$ cat config.mk
export PLATFORM = sky130hd
export DESIGN_NAME = uart_rx_flat
export DESIGN_NICKNAME = d
export VERILOG_FILES = /design/src/rtl/uart_rx_if.sv /design/src/rtl/uart_rx.sv /design/src/flat_wrapper.sv
export SDC_FILE = /design/constraint.sdc
export NUM_CORES = 1
export LEC_CHECK = 0
export ABC_CLOCK_PERIOD_IN_PS = 2900
export CAP_MARGIN = 20
export CORE_MARGIN = 5
export CORE_UTILIZATION = 61
export CTS_CLUSTER_DIAMETER = 120
export DETAILED_ROUTE_END_ITERATION = 6
export GPL_TIMING_DRIVEN = 0
export HOLD_SLACK_MARGIN = 0.05
export PLACE_DENSITY = 0.83
export SLEW_MARGIN = 20
export SYNTH_ARGS = -nofsm -noshare
export SYNTH_HDL_FRONTEND = slang
export SYNTH_SLANG_ARGS = --single-unit
$ cat constraint.sdc
create_clock -name clk -period 2.9 [get_ports clk]
set_input_delay 0.435 -clock clk [delete_from_list [all_inputs] [get_ports clk]]
set_output_delay 0.435 -clock clk [all_outputs]
set_load 0.01 [all_outputs]
$ cat src/rtl/uart_rx_if.sv
// Receiver-side signal bundle for uart_rx: serial line in, byte/strobe/status out.
interface uart_rx_if;
    logic       rx_serial;
    logic [7:0] rx_byte;
    logic       rx_byte_valid;
    logic       frame_error;
    logic       parity_error;
    logic       busy;

    modport master (
        input  rx_serial,
        output rx_byte, rx_byte_valid, frame_error, parity_error, busy
    );

    modport slave (
        output rx_serial,
        input  rx_byte, rx_byte_valid, frame_error, parity_error, busy
    );
endinterface

$ cat src/rtl/uart_rx.sv
// UART receiver, 8N1 by default; define UART_RX_PARITY_EN for 8E1 with live parity_error.
// Mid-bit sampling off a 2-flop synchronised line, one-cycle registered strobes.
module uart_rx #(
    parameter int CLKS_PER_BIT = 868
) (
    input  logic     clk,
    input  logic     rst,
    uart_rx_if.master bus
);
    localparam int CW = $clog2(CLKS_PER_BIT);
    localparam int HALF = CLKS_PER_BIT / 2;
    localparam logic [CW-1:0] HALF_M1 = CW'(HALF - 1);
    localparam logic [CW-1:0] LAST    = CW'(CLKS_PER_BIT - 1);
    localparam logic [CW-1:0] FLUSH   = CW'(2);

    typedef enum logic [2:0] {
        WAIT_IDLE,
        IDLE,
        START,
        DATA,
`ifdef UART_RX_PARITY_EN
        PARITY,
`endif
        STOP
    } state_t;

    state_t        state, state_n;
    logic [CW-1:0] cnt, cnt_n;
    logic [2:0]    idx, idx_n;
    logic [7:0]    shift, shift_n;
    logic [7:0]    byte_q, byte_n;
    logic          valid_q, valid_n;
    logic          ferr_q, ferr_n;
    logic          busy_q;
    logic          sync1, rxs;
`ifdef UART_RX_PARITY_EN
    logic          par_bad, par_bad_n;
    logic          perr_q, perr_n;
`endif

    always_ff @(posedge clk) begin
        if (rst) begin
            sync1 <= 1'b1;
            rxs   <= 1'b1;
        end else begin
            sync1 <= bus.rx_serial;
            rxs   <= sync1;
        end
    end

    always_ff @(posedge clk) begin
        if (rst) begin
            state   <= WAIT_IDLE;
            cnt     <= '0;
            idx     <= '0;
            shift   <= '0;
            byte_q  <= '0;
            valid_q <= 1'b0;
            ferr_q  <= 1'b0;
            busy_q  <= 1'b0;
`ifdef UART_RX_PARITY_EN
            par_bad <= 1'b0;
            perr_q  <= 1'b0;
`endif
        end else begin
            state   <= state_n;
            cnt     <= cnt_n;
            idx     <= idx_n;
            shift   <= shift_n;
            byte_q  <= byte_n;
            valid_q <= valid_n;
            ferr_q  <= ferr_n;
            busy_q  <= (state_n != IDLE);
`ifdef UART_RX_PARITY_EN
            par_bad <= par_bad_n;
            perr_q  <= perr_n;
`endif
        end
    end

    always_comb begin
        state_n   = state;
        cnt_n     = cnt + 1'b1;
        idx_n     = idx;
        shift_n   = shift;
        byte_n    = byte_q;
        valid_n   = 1'b0;
        ferr_n    = 1'b0;
`ifdef UART_RX_PARITY_EN
        par_bad_n = par_bad;
        perr_n    = 1'b0;
`endif
        unique case (state)
            // The synchroniser resets to ones that do not reflect the pin; let them
            // flush before trusting rxs=1, so a line held low across reset is not idle.
            WAIT_IDLE: begin
                if (cnt != FLUSH) begin
                    cnt_n = cnt + 1'b1;
                end else begin
                    cnt_n = cnt;
                    if (rxs) begin
                        state_n = IDLE;
                        cnt_n   = '0;
                    end
                end
            end
            IDLE: begin
                cnt_n = '0;
                if (!rxs) state_n = START;
            end
            START: begin
                if (cnt == HALF_M1) begin
                    cnt_n     = '0;
                    idx_n     = '0;
`ifdef UART_RX_PARITY_EN
                    par_bad_n = 1'b0;
`endif
                    state_n   = rxs ? IDLE : DATA;
                end
            end
            DATA: begin
                if (cnt == LAST) begin
                    cnt_n        = '0;
                    shift_n[idx] = rxs;
                    idx_n        = idx + 3'd1;
                    if (idx == 3'd7) begin
`ifdef UART_RX_PARITY_EN
                        state_n = PARITY;
`else
                        state_n = STOP;
`endif
                    end
                end
            end
`ifdef UART_RX_PARITY_EN
            PARITY: begin
                if (cnt == LAST) begin
                    cnt_n     = '0;
                    par_bad_n = ^{shift, rxs};
                    state_n   = STOP;
                end
            end
`endif
            STOP: begin
                if (cnt == LAST) begin
                    cnt_n = '0;
                    if (!rxs) begin
                        ferr_n  = 1'b1;
                        state_n = WAIT_IDLE;
                    end else begin
                        state_n = IDLE;
`ifdef UART_RX_PARITY_EN
                        if (par_bad) begin
                            perr_n = 1'b1;
                        end else begin
                            valid_n = 1'b1;
                            byte_n  = shift;
                        end
`else
                        valid_n = 1'b1;
                        byte_n  = shift;
`endif
                    end
                end
            end
            default: begin
                state_n = WAIT_IDLE;
                cnt_n   = '0;
            end
        endcase
    end

    assign bus.rx_byte       = byte_q;
    assign bus.rx_byte_valid = valid_q;
    assign bus.frame_error   = ferr_q;
    assign bus.busy          = busy_q;
`ifdef UART_RX_PARITY_EN
    assign bus.parity_error  = perr_q;
`else
    assign bus.parity_error  = 1'b0;
`endif
endmodule

$ cat src/flat_wrapper.sv
// flat-port wrapper written by rule: the top's interface ports become plain ports
module uart_rx_flat 
#(
    parameter int CLKS_PER_BIT = 868
)
  (clk, rst, bus_rx_serial, bus_rx_byte, bus_rx_byte_valid, bus_frame_error, bus_parity_error, bus_busy);
  uart_rx_if bus_i ();
  input  logic clk;
  input  logic rst;
  input wire logic [$bits(bus_i.rx_serial)-1:0] bus_rx_serial;
  output wire logic [$bits(bus_i.rx_byte)-1:0] bus_rx_byte;
  output wire logic [$bits(bus_i.rx_byte_valid)-1:0] bus_rx_byte_valid;
  output wire logic [$bits(bus_i.frame_error)-1:0] bus_frame_error;
  output wire logic [$bits(bus_i.parity_error)-1:0] bus_parity_error;
  output wire logic [$bits(bus_i.busy)-1:0] bus_busy;
  assign bus_i.rx_serial = bus_rx_serial;
  assign bus_rx_byte = bus_i.rx_byte;
  assign bus_rx_byte_valid = bus_i.rx_byte_valid;
  assign bus_frame_error = bus_i.frame_error;
  assign bus_parity_error = bus_i.parity_error;
  assign bus_busy = bus_i.busy;
  uart_rx #(.CLKS_PER_BIT(CLKS_PER_BIT)) u_core (.clk(clk), .rst(rst), .bus(bus_i));
endmodule
# Word level (Yosys, flattened, before mapping)
# Cells that the tools add are included.
# word_totals
reg_bits	37
in_bits	3
output_inout_bits	12
wordCells	59
# op_classes
addsub	2
order_cmp	2
eq_ne	12
mux	23
bitwise_logic	2
reduce_logical	8
# op_table
cell	n
$mux 10	4
$pmux 10 s3	1
$mux 3	9
$pmux 3 s5	1
$add 10x1->10 const B	1
$eq 10x10->1 const B	1
$eq 10x9->1 const B	1
$ne 10x2->1 const B	1
$bwmux 8	1
$eq 3x2->1 const B	2
$eq 3x3->1 const B	2
$ne 3x1->1 const B	2
$pmux 3 s2	1
$reduce_and 3->1	2
$lt 3x4->1 const B	1
$mux 1	4
$ne 2x1->1 const B	2
$add 3x1->3 const B	1
$demux 1 s3	1
$eq 3x1->1 const B	1
$ge 3x1->1 const B	1
$logic_not 3->1	1
$reduce_or 3->1	1
$mux 2	1
5 further kinds	6

# Longest topological paths before layout
# logic_depth
word_depth	5
depth_mapped	7
ltp_nobuf	7

# Worst setup path after synthesis
# OpenSTA, ideal clock, no wires.
# synth_timing
kind	flip-flop to flip-flop
start	register u_core.cnt[0]
end	register u_core.cnt[3]
arrival_time_ps	1702
t_required_ps	2767
slack_ps	1065
path_stages_with_launch	8
period_less_slack_ps	1835
cell_sequence	dfxtp_1 inv_1 ha_1 or4b_2 o22ai_1 a21boi_0 nor3_4 nor3_1
# synth_between
elab_chain_cells	3
word_cells_on_any_way	9
# synth_rtl
item	line	rtl
start: declaration	uart_rx.sv:28	logic [CW-1:0] cnt, cnt_n;
start signal: assignment	uart_rx.sv:67	cnt <= cnt_n;
$add 10x1->10 (tied with other cells)	uart_rx.sv:83, uart_rx.sv:98	
$mux 10 (on tied branches)	n/a	
$pmux 10 s3	uart_rx.sv:93	unique case (state)
# Several ways; a longest one is shown, not always the timed one.
# A chain may end at the register's enable or synchronous reset.

# Worst setup path in the final report
# layout_timing
start	register u_core.cnt[6]
end	register u_core.cnt[9]
# The elaborated chain is that of the path after synthesis.

==> impl_table.tex <==
\begin{tabular}{lr}
\hline
Metric & Value \\
\hline
\multicolumn{2}{l}{\textbf{Layout}} \\
Ratio of cells with drive above 1 in the final layout & 15.2\% \\
Synthesis-to-finish area growth & 14.3\% \\
Post-Route Utilization & 73.6\% \\
Commonest non-fill, non-tap cell in the layout & sky130\_fd\_sc\_hd\_\_dfxtp\_1 \\
\# diodes & 0 \\
Top library cells by usage in the layout, fill and taps aside & 37 x sky130\_fd\_sc\_hd\_\_dfxtp\_1, 25 x sky130\_fd\_sc\_hd\_\_nand2\_1, 17 x sky130\_fd\_sc\_hd\_\_nor2\_1 \\
Number of fillers in the final layout & 207 \\
Number of nets in the final layout & 231 \\
\multicolumn{2}{l}{\textbf{CTS}} \\
Number of buffers added for setup after CTS & 0 \\
Source-to-sink clock delay at the later pin of the worst-skew pair & 0.34 ns \\
Root Buffer Master & sky130\_fd\_sc\_hd\_\_clkbuf\_4 \\
Max H-tree Level & 2 \\
Number of buffers between clock root and the deepest sink & 2 \\
Hold-fix buffer count after cts & 0 \\
Gates resized, CTS repair & 0 \\
Number of sinks on the clock net & 37 \\
Total CTS buffers & 5 \\
Clock Pin Slew Worst Setup and Hold Paths & 0.11 ns \\
TritonCTS clock tree & built \\
\multicolumn{2}{l}{\textbf{Synthesis}} \\
Count of unique library cells instantiated by Yosys & 47 \\
Proportion of synthesized chip area in sequential cells & 41.0\% \\
Mapped Avg Cell Area & 8.91 sq um \\
Top flip-flop cell by instance count after synthesis & sky130\_fd\_sc\_hd\_\_dfxtp\_1 \\
Net count of the mapped netlist & 211 \\
Cell type with the largest total area after synthesis & sky130\_fd\_sc\_hd\_\_dfxtp\_1 \\
Number of enable flip-flop cells after synthesis & 0 \\
\#FFs+latches synth & 37 \\
Synthesized netlist cell count & 203 \\
Synthesis Warnings & 0 \\
Area share of the largest cell type after synthesis & 41.0\% \\
Combined area of all synthesized cells & 1810 sq um \\
Asr flop ratio synth & 0\% \\
Cell types with the largest area share after synthesis & sky130\_fd\_sc\_hd\_\_dfxtp\_1 41\%, sky130\_fd\_sc\_hd\_\_nand2\_1 5.2\%, sky130\_fd\_sc\_hd\_\_mux2i\_1 4.4\% \\
\multicolumn{2}{l}{\textbf{Floorplanning}} \\
Starting density of the core & 64.5\% \\
Die width & 64.4 microns \\
Core Box Area & 2810 sq um \\
Floorplan die area & 4150 sq um \\
I/O pin cnt & 15 \\
Placement row count & 19 \\
Vertical extent of the die & 64.4 microns \\
\multicolumn{2}{l}{\textbf{STA}} \\
Actual slew at the worst max-slew pin & 0.656 ns \\
Post-layout minimum cycle time & 2.14 ns \\
Final count of pins violating max slew & 0 \\
Worst max-slew margin expressed relative to the limit & 56.3\% \\
Unrepaired setup endpoints after global routing & false \\
Fmax & 466 MHz \\
Final period util & 73.9\% \\
Final setup skew & 0.00675 ns \\
Total setup violations reported at the end of the flow & 0 \\
Post-route setup slack & 0.755 ns \\
Setup Total Neg Slack & 0 ns \\
Final Hold Violating Endpoints & 0 \\
\multicolumn{2}{l}{\textbf{GRT}} \\
Aggregate global routing overflow & 0 \\
Global-route wire length before repair & 6880 microns \\
Global-route total usage across every layer & 21.1\% \\
Vias in the first global route & 1,508 \\
Number of antenna violations at the first check in global routing & 0 \\
Maximum number of pins on one net before global-route repair & 13 \\
\multicolumn{2}{l}{\textbf{Worst setup path}} \\
Critical path capture point type & register \\
WS Path Type & register to register \\
Startpoint type of the worst setup path & register \\
Data required, critical path & 3.11 ns \\
Biggest fanout along the worst timing path & 8 \\
Data arrival time of the critical path & 2.35 ns \\
\multicolumn{2}{l}{\textbf{Run}} \\
Count of max-cap constraint violations & 0 \\
\multicolumn{2}{l}{\textbf{Detailed routing}} \\
Average routed wire per standard cell & 15.6 microns \\
DR pass1 iterations & 6 \\
First-iteration detailed-routing DRC count & 118 \\
Number of vias in the routed layout & 1,535 \\
Antenna-violating nets left & 0 \\
Vias per Instance & 6.02 \\
Number of remaining DRC errors & 0 \\
Overall routed net length & 3990 microns \\
\multicolumn{2}{l}{\textbf{Power and ir drop}} \\
Worst IR Drop VDD & 0.000392 V \\
Lkg Pwr & 0.736 nW \\
Final Total Pwr & 0.00114 W \\
Power density over the cells & 551 nW/um\^{}2 \\
\multicolumn{2}{l}{\textbf{Placed design}} \\
Port-buffer cells & 13 \\
RD Place Congestion & 0.911 \\
Detail Placement HPWL & 2920 microns \\
Minimum setup slack after placement & 0.789 ns \\
\multicolumn{2}{l}{\textbf{Outcome}} \\
Result of the run & finished, final reports clean \\
\multicolumn{2}{l}{\textbf{Hold path}} \\
HP Class & register to register \\
\hline
\end{tabular}
==> worst max-delay path: stages, from the launching register on <==
cell                       delay (ns)
sky130_fd_sc_hd__dfxtp_1         0.31
sky130_fd_sc_hd__clkbuf_1        0.17
sky130_fd_sc_hd__or4bb_1         0.52
sky130_fd_sc_hd__nor4_2          0.40
sky130_fd_sc_hd__o22ai_2         0.18
sky130_fd_sc_hd__nor3_4          0.33
sky130_fd_sc_hd__nor3_1          0.10
==> stage by stage <==
| step | instances | instance area, sq um | hold slack (ns) |
|---|---|---|---|
| after global placement | 247 | 1980 | 0.394 |
| after CTS | 255 | 2070 | 0.424 |
| final | 255 | 2070 | 0.423 |
| after floorplan | 203 | 1810 | 0.389 |
| after global routing | 255 | 2070 | 0.453 |
| after detailed placement | 247 | 1980 | 0.398 |
==> worst paths after layout <==
kind,end,slack (ns),from,cells past startpoint
hold reg to reg,u_core.rxs,0.42,u_core.sync1,1
setup reg to reg,u_core.cnt[9],0.76,u_core.cnt[6],6
setup / recovery,u_core.cnt[9],0.76,u_core.cnt[6],6
hold / removal,u_core.rxs,0.42,u_core.sync1,1
==> final cells by class <==
| type | count | area (sq um) | share of cell area [%] |
|---|---|---|---|
| multi-input combinational | 149 | 993 | 48.1 |
| sequential | 37 | 741 | 35.9 |
| timing repair buffer | 13 | 130 | 6.30 |
| buffer | 14 | 62.6 | 3.03 |
| clock buffer | 6 | 51.3 | 2.48 |
| tap | 31 | 38.8 | 1.88 |
| clock inverter | 2 | 37.5 | 1.82 |
| inverter | 3 | 11.3 | 0.545 |
==> report_power, final <==
group	switching (W)	total, W	leakage (nW)	internal (W)
logic	0.000124	0.000203	0.392	0.0000790
registers	0.0000227	0.000557	0.299	0.000534
clock network	0.000174	0.000379	0.0445	0.000205
==> kinds of logic after synthesis <==
group	count (synthesis)	share of synthesized area, %
AOI/OAI and AO/OA	23	9.48
xor gates and xnor gates	9	4.36
adders and majority gates	5	3.46
buffers and inverters	17	4.08
DFF	37	41.0
muxes	8	4.43
other	1	0.207
and+or+nand+nor	103	33.0
==> flip-flops by register name, indices dropped and copies added (netlist names) <==
name / cells
u_core.cnt: 10
u_core.bus.rx_byte: 8
u_core.shift: 8
u_core.idx: 3
u_core.state: 3
u_core.bus.busy: 1
u_core.bus.frame_error: 1
u_core.bus.rx_byte_valid: 1
u_core.rxs: 1
u_core.sync1: 1
==> per-layer routing <==
metal	vias up	wire, microns	track usage (%)
li1	753	-	-
met1	706	1770	26.0
met2	65	1840	34.8
met3	11	285	5.01
met4	0	99	9.76
met5	-	0	0
==> cell usage after synthesis, types with 2 or more instances <==
cell type and number:
sky130_fd_sc_hd__a21oi_1 7, sky130_fd_sc_hd__a21oi_2 8, sky130_fd_sc_hd__and3_1 6, sky130_fd_sc_hd__buf_2 2
sky130_fd_sc_hd__buf_4 2, sky130_fd_sc_hd__clkbuf_1 9, sky130_fd_sc_hd__dfxtp_1 37, sky130_fd_sc_hd__ha_1 5
sky130_fd_sc_hd__inv_1 3, sky130_fd_sc_hd__mux2i_1 8, sky130_fd_sc_hd__nand2_1 25, sky130_fd_sc_hd__nand3_1 10
sky130_fd_sc_hd__nand4_1 5, sky130_fd_sc_hd__nand4b_1 2, sky130_fd_sc_hd__nor2_1 17, sky130_fd_sc_hd__nor2b_1 2
sky130_fd_sc_hd__nor3_1 11, sky130_fd_sc_hd__nor3_4 2, sky130_fd_sc_hd__nor4_1 3, sky130_fd_sc_hd__nor4b_1 3
sky130_fd_sc_hd__or2_2 3, sky130_fd_sc_hd__xnor2_1 6, sky130_fd_sc_hd__xor2_1 3
Note: power is estimated with default switching activity, not from simulation.
